$ cat src/rtl/snake_pkg.sv
// snake_pkg: shared constants, cell-type enum and helpers for the snake tile renderer.
//   GRID_W x GRID_H cells of 2^TILE_SHIFT pixels, default palette, address helper.
package snake_pkg;

  localparam int unsigned GRID_W     = 40;
  localparam int unsigned GRID_H     = 30;
  localparam int unsigned TILE_SHIFT = 4;
  localparam int unsigned CELL_COUNT = 1200;
  localparam int unsigned IDX_W      = 11;
  localparam int unsigned ROW_W      = 9;
  localparam int unsigned COL_W      = 10;
  localparam int unsigned X_W        = 6;
  localparam int unsigned Y_W        = 5;
  localparam int unsigned RGB_W      = 12;
  localparam int unsigned PIX_W      = 640;
  localparam int unsigned PIX_H      = 480;

  localparam logic [RGB_W-1:0] COL_EMPTY = 12'h000;
  localparam logic [RGB_W-1:0] COL_BODY  = 12'h0F0;
  localparam logic [RGB_W-1:0] COL_HEAD  = 12'h0A0;
  localparam logic [RGB_W-1:0] COL_FOOD  = 12'hF00;
  localparam logic [RGB_W-1:0] COL_GRID  = 12'h333;

  typedef enum logic [1:0] {
    EMPTY = 2'd0,
    BODY  = 2'd1,
    HEAD  = 2'd2,
    FOOD  = 2'd3
  } cell_t;

  // Cell colour lookup.
  function automatic logic [RGB_W-1:0] cell_colour(cell_t t);
    unique case (t)
      EMPTY:   return COL_EMPTY;
      BODY:    return COL_BODY;
      HEAD:    return COL_HEAD;
      FOOD:    return COL_FOOD;
      default: return COL_EMPTY;
    endcase
  endfunction

  // idx = y*40 + x, built from shifts so no multiplier is inferred.
  function automatic logic [IDX_W-1:0] cell_idx(logic [Y_W-1:0] y, logic [X_W-1:0] x);
    return (IDX_W'(y) << 5) + (IDX_W'(y) << 3) + IDX_W'(x);
  endfunction

endpackage

$ cat src/rtl/snake_tile_renderer_if.sv
// snake_tile_renderer_if: ready/valid cell-write port from game logic.
//   wr_valid/wr_x/wr_y/wr_type driven by master, wr_ready driven by slave.
interface snake_tile_renderer_if;
  import snake_pkg::*;

  logic           wr_valid;
  logic           wr_ready;
  logic [X_W-1:0] wr_x;
  logic [Y_W-1:0] wr_y;
  cell_t          wr_type;

  modport master (output wr_valid, output wr_x, output wr_y, output wr_type, input wr_ready);
  modport slave  (input wr_valid, input wr_x, input wr_y, input wr_type, output wr_ready);

endinterface

$ cat src/rtl/snake_tile_ram.sv
// snake_tile_ram: CELL_COUNT x 2-bit simple dual-port RAM, synchronous read-first.
//   clk; we/waddr/wdata write port; raddr/rdata registered read port. No reset.
module snake_tile_ram
  import snake_pkg::*;
(
  input  logic             clk,
  input  logic             we,
  input  logic [IDX_W-1:0] waddr,
  input  cell_t            wdata,
  input  logic [IDX_W-1:0] raddr,
  output cell_t            rdata
);

  cell_t mem [CELL_COUNT];

  // Both updates are non-blocking, so a same-address read sees the old value.
  always_ff @(posedge clk) begin
    if (we) mem[waddr] <= wdata;
    rdata <= mem[raddr];
  end

endmodule

$ cat src/rtl/snake_tile_renderer.sv
// snake_tile_renderer: 40x30 tile map feeding the VGA stage.
//   clk, rst (sync active-high); row/col/rdn read request -> Din two cycles later;
//   wr: ready/valid cell write port (slave); clear_req starts a map wipe, busy
//   flags it. Optional macro GRID_LINES_EN draws 12'h333 grid lines on EMPTY cells.
module snake_tile_renderer
  import snake_pkg::*;
(
  input  logic                   clk,
  input  logic                   rst,
  input  logic [ROW_W-1:0]       row,
  input  logic [COL_W-1:0]       col,
  input  logic                   rdn,
  output logic [RGB_W-1:0]       Din,
  snake_tile_renderer_if.slave   wr,
  input  logic                   clear_req,
  output logic                   busy
);

  typedef enum logic {IDLE, CLEAR} state_t;

  state_t           state_q, state_d;
  logic [IDX_W-1:0] cnt_q, cnt_d;
  logic             wr_ready_q;

  logic             ram_we;
  logic [IDX_W-1:0] ram_waddr;
  cell_t            ram_wdata;
  logic [IDX_W-1:0] ram_raddr;
  cell_t            ram_rdata;

  logic             rd_in_range;
  logic             wr_in_range;
  logic             s1_valid;
`ifdef GRID_LINES_EN
  logic             s1_grid;
`endif

  assign rd_in_range = (row < ROW_W'(PIX_H)) && (col < COL_W'(PIX_W));
  assign wr_in_range = (wr.wr_x < X_W'(GRID_W)) && (wr.wr_y < Y_W'(GRID_H));
  // Off-screen requests read cell 0 so the RAM is never indexed past its end.
  assign ram_raddr   = rd_in_range ? cell_idx(row[8:4], col[9:4]) : '0;
  assign wr.wr_ready = wr_ready_q;

  snake_tile_ram u_ram (
    .clk   (clk),
    .we    (ram_we),
    .waddr (ram_waddr),
    .wdata (ram_wdata),
    .raddr (ram_raddr),
    .rdata (ram_rdata)
  );

  // Read pipeline stage 1 flags, stage 2 colour register.
  always_ff @(posedge clk) begin
    if (rst) begin
      s1_valid <= 1'b0;
      Din      <= '0;
    end else begin
      s1_valid <= !rdn && rd_in_range;
      if (!s1_valid) begin
        Din <= '0;
      end else begin
        Din <= cell_colour(ram_rdata);
`ifdef GRID_LINES_EN
        if (ram_rdata == EMPTY && s1_grid) Din <= COL_GRID;
`endif
      end
    end
  end

`ifdef GRID_LINES_EN
  always_ff @(posedge clk) begin
    if (rst) s1_grid <= 1'b0;
    else     s1_grid <= (row[3:0] == 4'd0) || (col[3:0] == 4'd0);
  end
`endif

  // FSM state register and registered handshake outputs.
  always_ff @(posedge clk) begin
    if (rst) begin
      state_q    <= IDLE;
      cnt_q      <= '0;
      wr_ready_q <= 1'b1;
      busy       <= 1'b0;
    end else begin
      state_q    <= state_d;
      cnt_q      <= cnt_d;
      wr_ready_q <= (state_d == IDLE);
      busy       <= (state_d == CLEAR);
    end
  end

  // Next state and RAM write-port steering; the clear engine owns the port in CLEAR.
  always_comb begin
    state_d   = state_q;
    cnt_d     = cnt_q;
    ram_we    = 1'b0;
    ram_waddr = cell_idx(wr.wr_y, wr.wr_x);
    ram_wdata = wr.wr_type;
    unique case (state_q)
      IDLE: begin
        // A write in the same cycle as clear_req still lands before the wipe.
        if (wr.wr_valid && wr_in_range) ram_we = 1'b1;
        if (clear_req) begin
          state_d = CLEAR;
          cnt_d   = '0;
        end
      end
      CLEAR: begin
        ram_we    = 1'b1;
        ram_waddr = cnt_q;
        ram_wdata = EMPTY;
        cnt_d     = cnt_q + IDX_W'(1);
        if (cnt_q == IDX_W'(CELL_COUNT - 1)) state_d = IDLE;
      end
      default: state_d = IDLE;
    endcase
    // Reset mid-clear leaves the map exactly as far as the wipe got.
    if (rst) ram_we = 1'b0;
  end

endmodule

$ cat src/flat_wrapper.sv
// flat-port wrapper written by rule: the top's interface ports become plain ports
module snake_tile_renderer_flat import snake_pkg::*;
  (clk, rst, row, col, rdn, Din, clear_req, busy, wr_wr_valid, wr_wr_x, wr_wr_y, wr_wr_type, wr_wr_ready);
  snake_tile_renderer_if wr_i ();
  input  logic clk;
  input  logic rst;
  input  logic [ROW_W-1:0] row;
  input  logic [COL_W-1:0] col;
  input  logic rdn;
  output logic [RGB_W-1:0] Din;
  input  logic clear_req;
  output logic busy;
  input wire logic [$bits(wr_i.wr_valid)-1:0] wr_wr_valid;
  input wire logic [$bits(wr_i.wr_x)-1:0] wr_wr_x;
  input wire logic [$bits(wr_i.wr_y)-1:0] wr_wr_y;
  input wire logic [$bits(wr_i.wr_type)-1:0] wr_wr_type;
  output wire logic [$bits(wr_i.wr_ready)-1:0] wr_wr_ready;
  assign wr_i.wr_valid = wr_wr_valid;
  assign wr_i.wr_x = wr_wr_x;
  assign wr_i.wr_y = wr_wr_y;
  assign wr_i.wr_type = wr_wr_type;
  assign wr_wr_ready = wr_i.wr_ready;
  snake_tile_renderer u_core (.clk(clk), .rst(rst), .row(row), .col(col), .rdn(rdn), .Din(Din), .wr(wr_i), .clear_req(clear_req), .busy(busy));
endmodule
$ cat config.mk
export PLATFORM = sky130hd
export DESIGN_NAME = snake_tile_renderer_flat
export DESIGN_NICKNAME = d
export VERILOG_FILES = /design/src/rtl/snake_pkg.sv /design/src/rtl/snake_tile_renderer_if.sv /design/src/rtl/snake_tile_ram.sv /design/src/rtl/snake_tile_renderer.sv /design/src/flat_wrapper.sv
export SDC_FILE = /design/constraint.sdc
export NUM_CORES = 2
export LEC_CHECK = 0
export BUFFER_PORTS_ARGS = -buffer_cell sky130_fd_sc_hd__buf_2
export CORE_ASPECT_RATIO = 1.1
export CORE_MARGIN = 5
export CORE_UTILIZATION = 63
export CTS_CLUSTER_DIAMETER = 100
export CTS_CLUSTER_SIZE = 16
export DETAILED_ROUTE_END_ITERATION = 16
export PLACE_DENSITY = 0.83
export SYNTH_ARGS = -nofsm -noshare
export SYNTH_HDL_FRONTEND = slang
export SYNTH_HIERARCHICAL = 1
export SYNTH_SLANG_ARGS = --single-unit
$ cat constraint.sdc
create_clock -name clk -period 39.5 [get_ports clk]
set_input_delay 1.975 -clock clk [delete_from_list [all_inputs] [get_ports clk]]
set_output_delay 1.975 -clock clk [all_outputs]
set_load 0.005 [all_outputs]
==> flow_summary.yaml <==
sta:
  finalSetupViolations: 0
  hold-worst-slack_ps: 509
  finalSetupTns_ps: 0
  fin_crit_ps: 8340
  max_freq_ghz: 0.120
  worstMarginPinSlew_ps: 1360
  hold_viol: 0
  post-route-period-util: 0.211
  relSlewSlack: 0.0907
  finalMaxSlewViolations: 0
  skew_ps: 46.1
  setup_slack_ps: 31160
  rsz0062_at_grt: "no"
placed_design:
  placedCellCount: 7304
  hpwl_um: 134000
  place_area_mm2: 0.101
  port_buffers: 38
  place.gp.congestion: 0.845
  place_ws_ps: 30310
power:
  powerDensity_mw_per_mm2: 46.6
  p_leak_nw: 31.4
  peakVddDrop_mv: 0.0500
global_route:
  grt_usage: 0.325
  grt_pass1_vias: 56000
  grt_overflow: 0
  grt_max_degree: 267
  grt_pass1_wl_um: 385000
  antenna_found_initial: 9
clocking:
  root_buffer: "clkbuf_16"
  cts-resized-gates: 0
  clkTransAtPathRegs_ps: 70
  clockBufferDepth: 3
  cts_setup_buffers: 0
  clkSinkCount: 2419
  ctsHoldBuffers: 0
  cts_buffers: 169
  cts_tree: "done"
  h-tree-depth: 4
  clkLatencyLatePin_ps: 850
logic_synthesis:
  syn_area_mm2: 0.0994
  ys_seq_area_frac: 0.729
  synth_cells: 5549
  synth.avg_cell_area_um2: 17.9
  synth_top_area_cell: "edfxtp_1"
  ys_ff_latch: 2419
  synth.top_cell.area_share: 0.725
  synth_flop_cell: "edfxtp_1"
  synth_cell_type_count: 78
  ys_async_sr_fraction: 0
  yosys-top-cells-area: "edfxtp_1 (73%), mux4_2 (14%), nor2_1 (4.7%)"
  synth_enable_flop_cells: 2400
  yosysWarnings: 6
setup_path:
  critPathMaxFanout: 112
  reg2reg_to: "u_core/u_ram/mem[131][0]"
  timing.critical_path.buf_inv: 5
  cp_top_family: "buffers and inverters"
  reg2reg_slack_ps: 34870
  crit_path_cell_trace: "buf_2 -> o21ai_1 -> and3_4 -> buf_12 -> buf_4 -> buf_4 -> buf_4 -> mux4_2 -> mux4_2 -> o32a_1 -> nand3_1 -> nor3_1 -> nor4_1 -> a311oi_1"
  reg2reg_depth: 6
  startpoint: "col[8]"
  path_class: "in2reg"
  cp.required_ps: 40180
  cpMostUsedCell: "buf_4"
  cp_data_arrival_time_ps: 9020
  slowest_delay_ps: 830
  cp_num_cells: 14
  crit_path_end: "u_core/u_ram/rdata[1]"
  startpoint_type: "input pin"
  cp_slowest_cell: "buf_4"
  endpoint_kind: "flop"
  r2r-start: "u_core/state_q"
route:
  first_pass_iters: 8
  remaining_drc_errors: 0
  wl_um: 268000
  ant_nets: 0
  wl_per_cell_um: 35.6
  first_iter_violations: 10200
  via_count: 55000
  viasPerCell: 7.32
die:
  die-area_mm2: 0.166
  start_util: 0.636
  io_pins: 51
  die_w_um: 389
  rows: 152
  core_area_mm2: 0.156
  die_y_um: 426
min_path:
  hold_class: "reg2reg"
final_layout:
  drive_above_1_share: 0.188
  multi_input_area_mm2: 0.0248
  area_delta_synth_final_pct: 6.10
  num-fill-cells: 9292
  layout.nets: 5458
  design_area_mm2: 0.105
  regArea_mm2: 0.0724
  instances_no_fill: 7524
job:
  cap_violations: 0
outcome:
  status: "completed"
## power breakdown
part / total (mW) / switching [mW] / internal (mW)
clock network: 1.61 / 0.821 / 0.791
registers: 2.84 / 0.00410 / 2.84
logic: 0.461 / 0.318 / 0.143
total: 4.91 / 1.14 / 3.77
## placed cells by master, fill, tap and decap left out, types with 6 or more instances in the layout
| cell | netlist | layout |
|---|---|---|
| buf_12 | 4 | 10 |
| nand2b_1 | 12 | 10 |
| and3b_1 | 7 | 7 |
| inv_1 | 15 | 15 |
| a221oi_1 | 25 | 25 |
| mux4_2 | 623 | 623 |
| o221ai_1 | 44 | 44 |
| buf_4 | 35 | 73 |
| dfxtp_1 | 19 | 19 |
| nand3_4 | 0 | 6 |
| edfxtp_1 | 2400 | 2400 |
| o22ai_1 | 34 | 34 |
| clkbuf_16 | 0 | 174 |
| nor2_1 | 1232 | 1228 |
| mux2i_1 | 110 | 110 |
| a22o_1 | 20 | 20 |
| a31oi_1 | 6 | 6 |
| and2_1 | 11 | 10 |
| o21ai_0 | 33 | 33 |
| buf_2 | 45 | 38 |
| inv_6 | 0 | 8 |
| clkbuf_1 | 272 | 28 |
| a22oi_1 | 48 | 48 |
| a21oi_1 | 65 | 65 |
| ha_1 | 21 | 21 |
| a311oi_1 | 7 | 7 |
| and3_1 | 15 | 10 |
| nand3_1 | 30 | 24 |
| nor2b_1 | 17 | 12 |
| nand4_1 | 11 | 11 |
| nor3b_1 | 12 | 8 |
| nor3_1 | 27 | 26 |
| mux2_2 | 25 | 25 |
| a21o_1 | 8 | 8 |
| diode_2 | 0 | 8 |
| nand2_4 | 0 | 24 |
| o211ai_1 | 7 | 7 |
| nand2_1 | 135 | 110 |
| nor4_1 | 6 | 6 |
## final cells by class
class | instances | area share
Antenna cell | 8 | 0.000190
Clock buffer | 202 | 0.0423
Clock inverter | 10 | 0.000997
Inverter | 20 | 0.000772
Multi-Input combinational cell | 2665 | 0.235
Sequential cell | 2419 | 0.687
Tap cell | 2079 | 0.0247
Timing Repair Buffer | 121 | 0.00890
## cells by family after synthesis
group           count (synthesis)  share of synthesized area
xor+xnor                        6                   0.000529
other cells                     1                  0.0000377
simple gates                 1537                     0.0623
flops                        2419                      0.729
fa+ha+maj                      25                    0.00345
mux                           758                      0.155
compound gates                335                     0.0239
buf+inv                       468                     0.0254
## synthesized netlist by cell type, types with 34 or more instances
library cell,instances
mux4_2,623
nand2_1,135
clkbuf_1,272
edfxtp_1,2400
a22oi_1,48
a21oi_1,65
mux2i_1,110
nor2_1,1232
o22ai_1,34
buf_4,35
o221ai_1,44
buf_2,45
buf_6,41
## registers in the layout, summed over array words and instances (netlist names)
name                cells
u_core/cnt_q           11
u_core/state_q          1
u_core/u_ram/mem     2400
u_core/wr.wr_ready      1
u_core/u_ram/rdata      2
u_core/s1_valid         1
u_core/Din              3
## how the worst min path moves through the flow
stage                     start               end  slack [ps]  depth (start not counted)
6_report        u_core/s1_valid     u_core/Din[7]         510                          1
5_1_grt         u_core/s1_valid     u_core/Din[7]         530                          1
4_1_cts        u_core/cnt_q[10]  u_core/cnt_q[10]         510                          1
3_5_place_dp   u_core/cnt_q[10]  u_core/cnt_q[10]         500                          1
3_3_place_gp    u_core/s1_valid     u_core/Din[7]         480                          1
2_1_floorplan  u_core/cnt_q[10]  u_core/cnt_q[10]         450                          1
## per-stage QoR
stage,util,power (mW)
2_1_floorplan,-,3.26
3_3_place_gp,0.645,3.33
3_5_place_dp,0.645,3.34
4_1_cts,0.674,4.91
5_1_grt,0.674,5.04
6_report,0.674,4.91
## worst reg2reg max path: stages (launching register included)
cell	delay [ps]
dfxtp_1	300
buf_4	240
nor2b_4	140
buf_4	710
buf_12	750
buf_4	1060
buf_4	980
## routing by layer
metal / GRT usage / vias to the layer above / wire length [um]
li1: - / 21400 / -
met1: 0.421 / 27700 / 83200
met2: 0.502 / 4910 / 125000
met3: 0.0893 / 1011 / 39500
met4: 0.190 / 8 / 19700
met5: 0 / - / 69
Power figures use the tool's default switching activity.
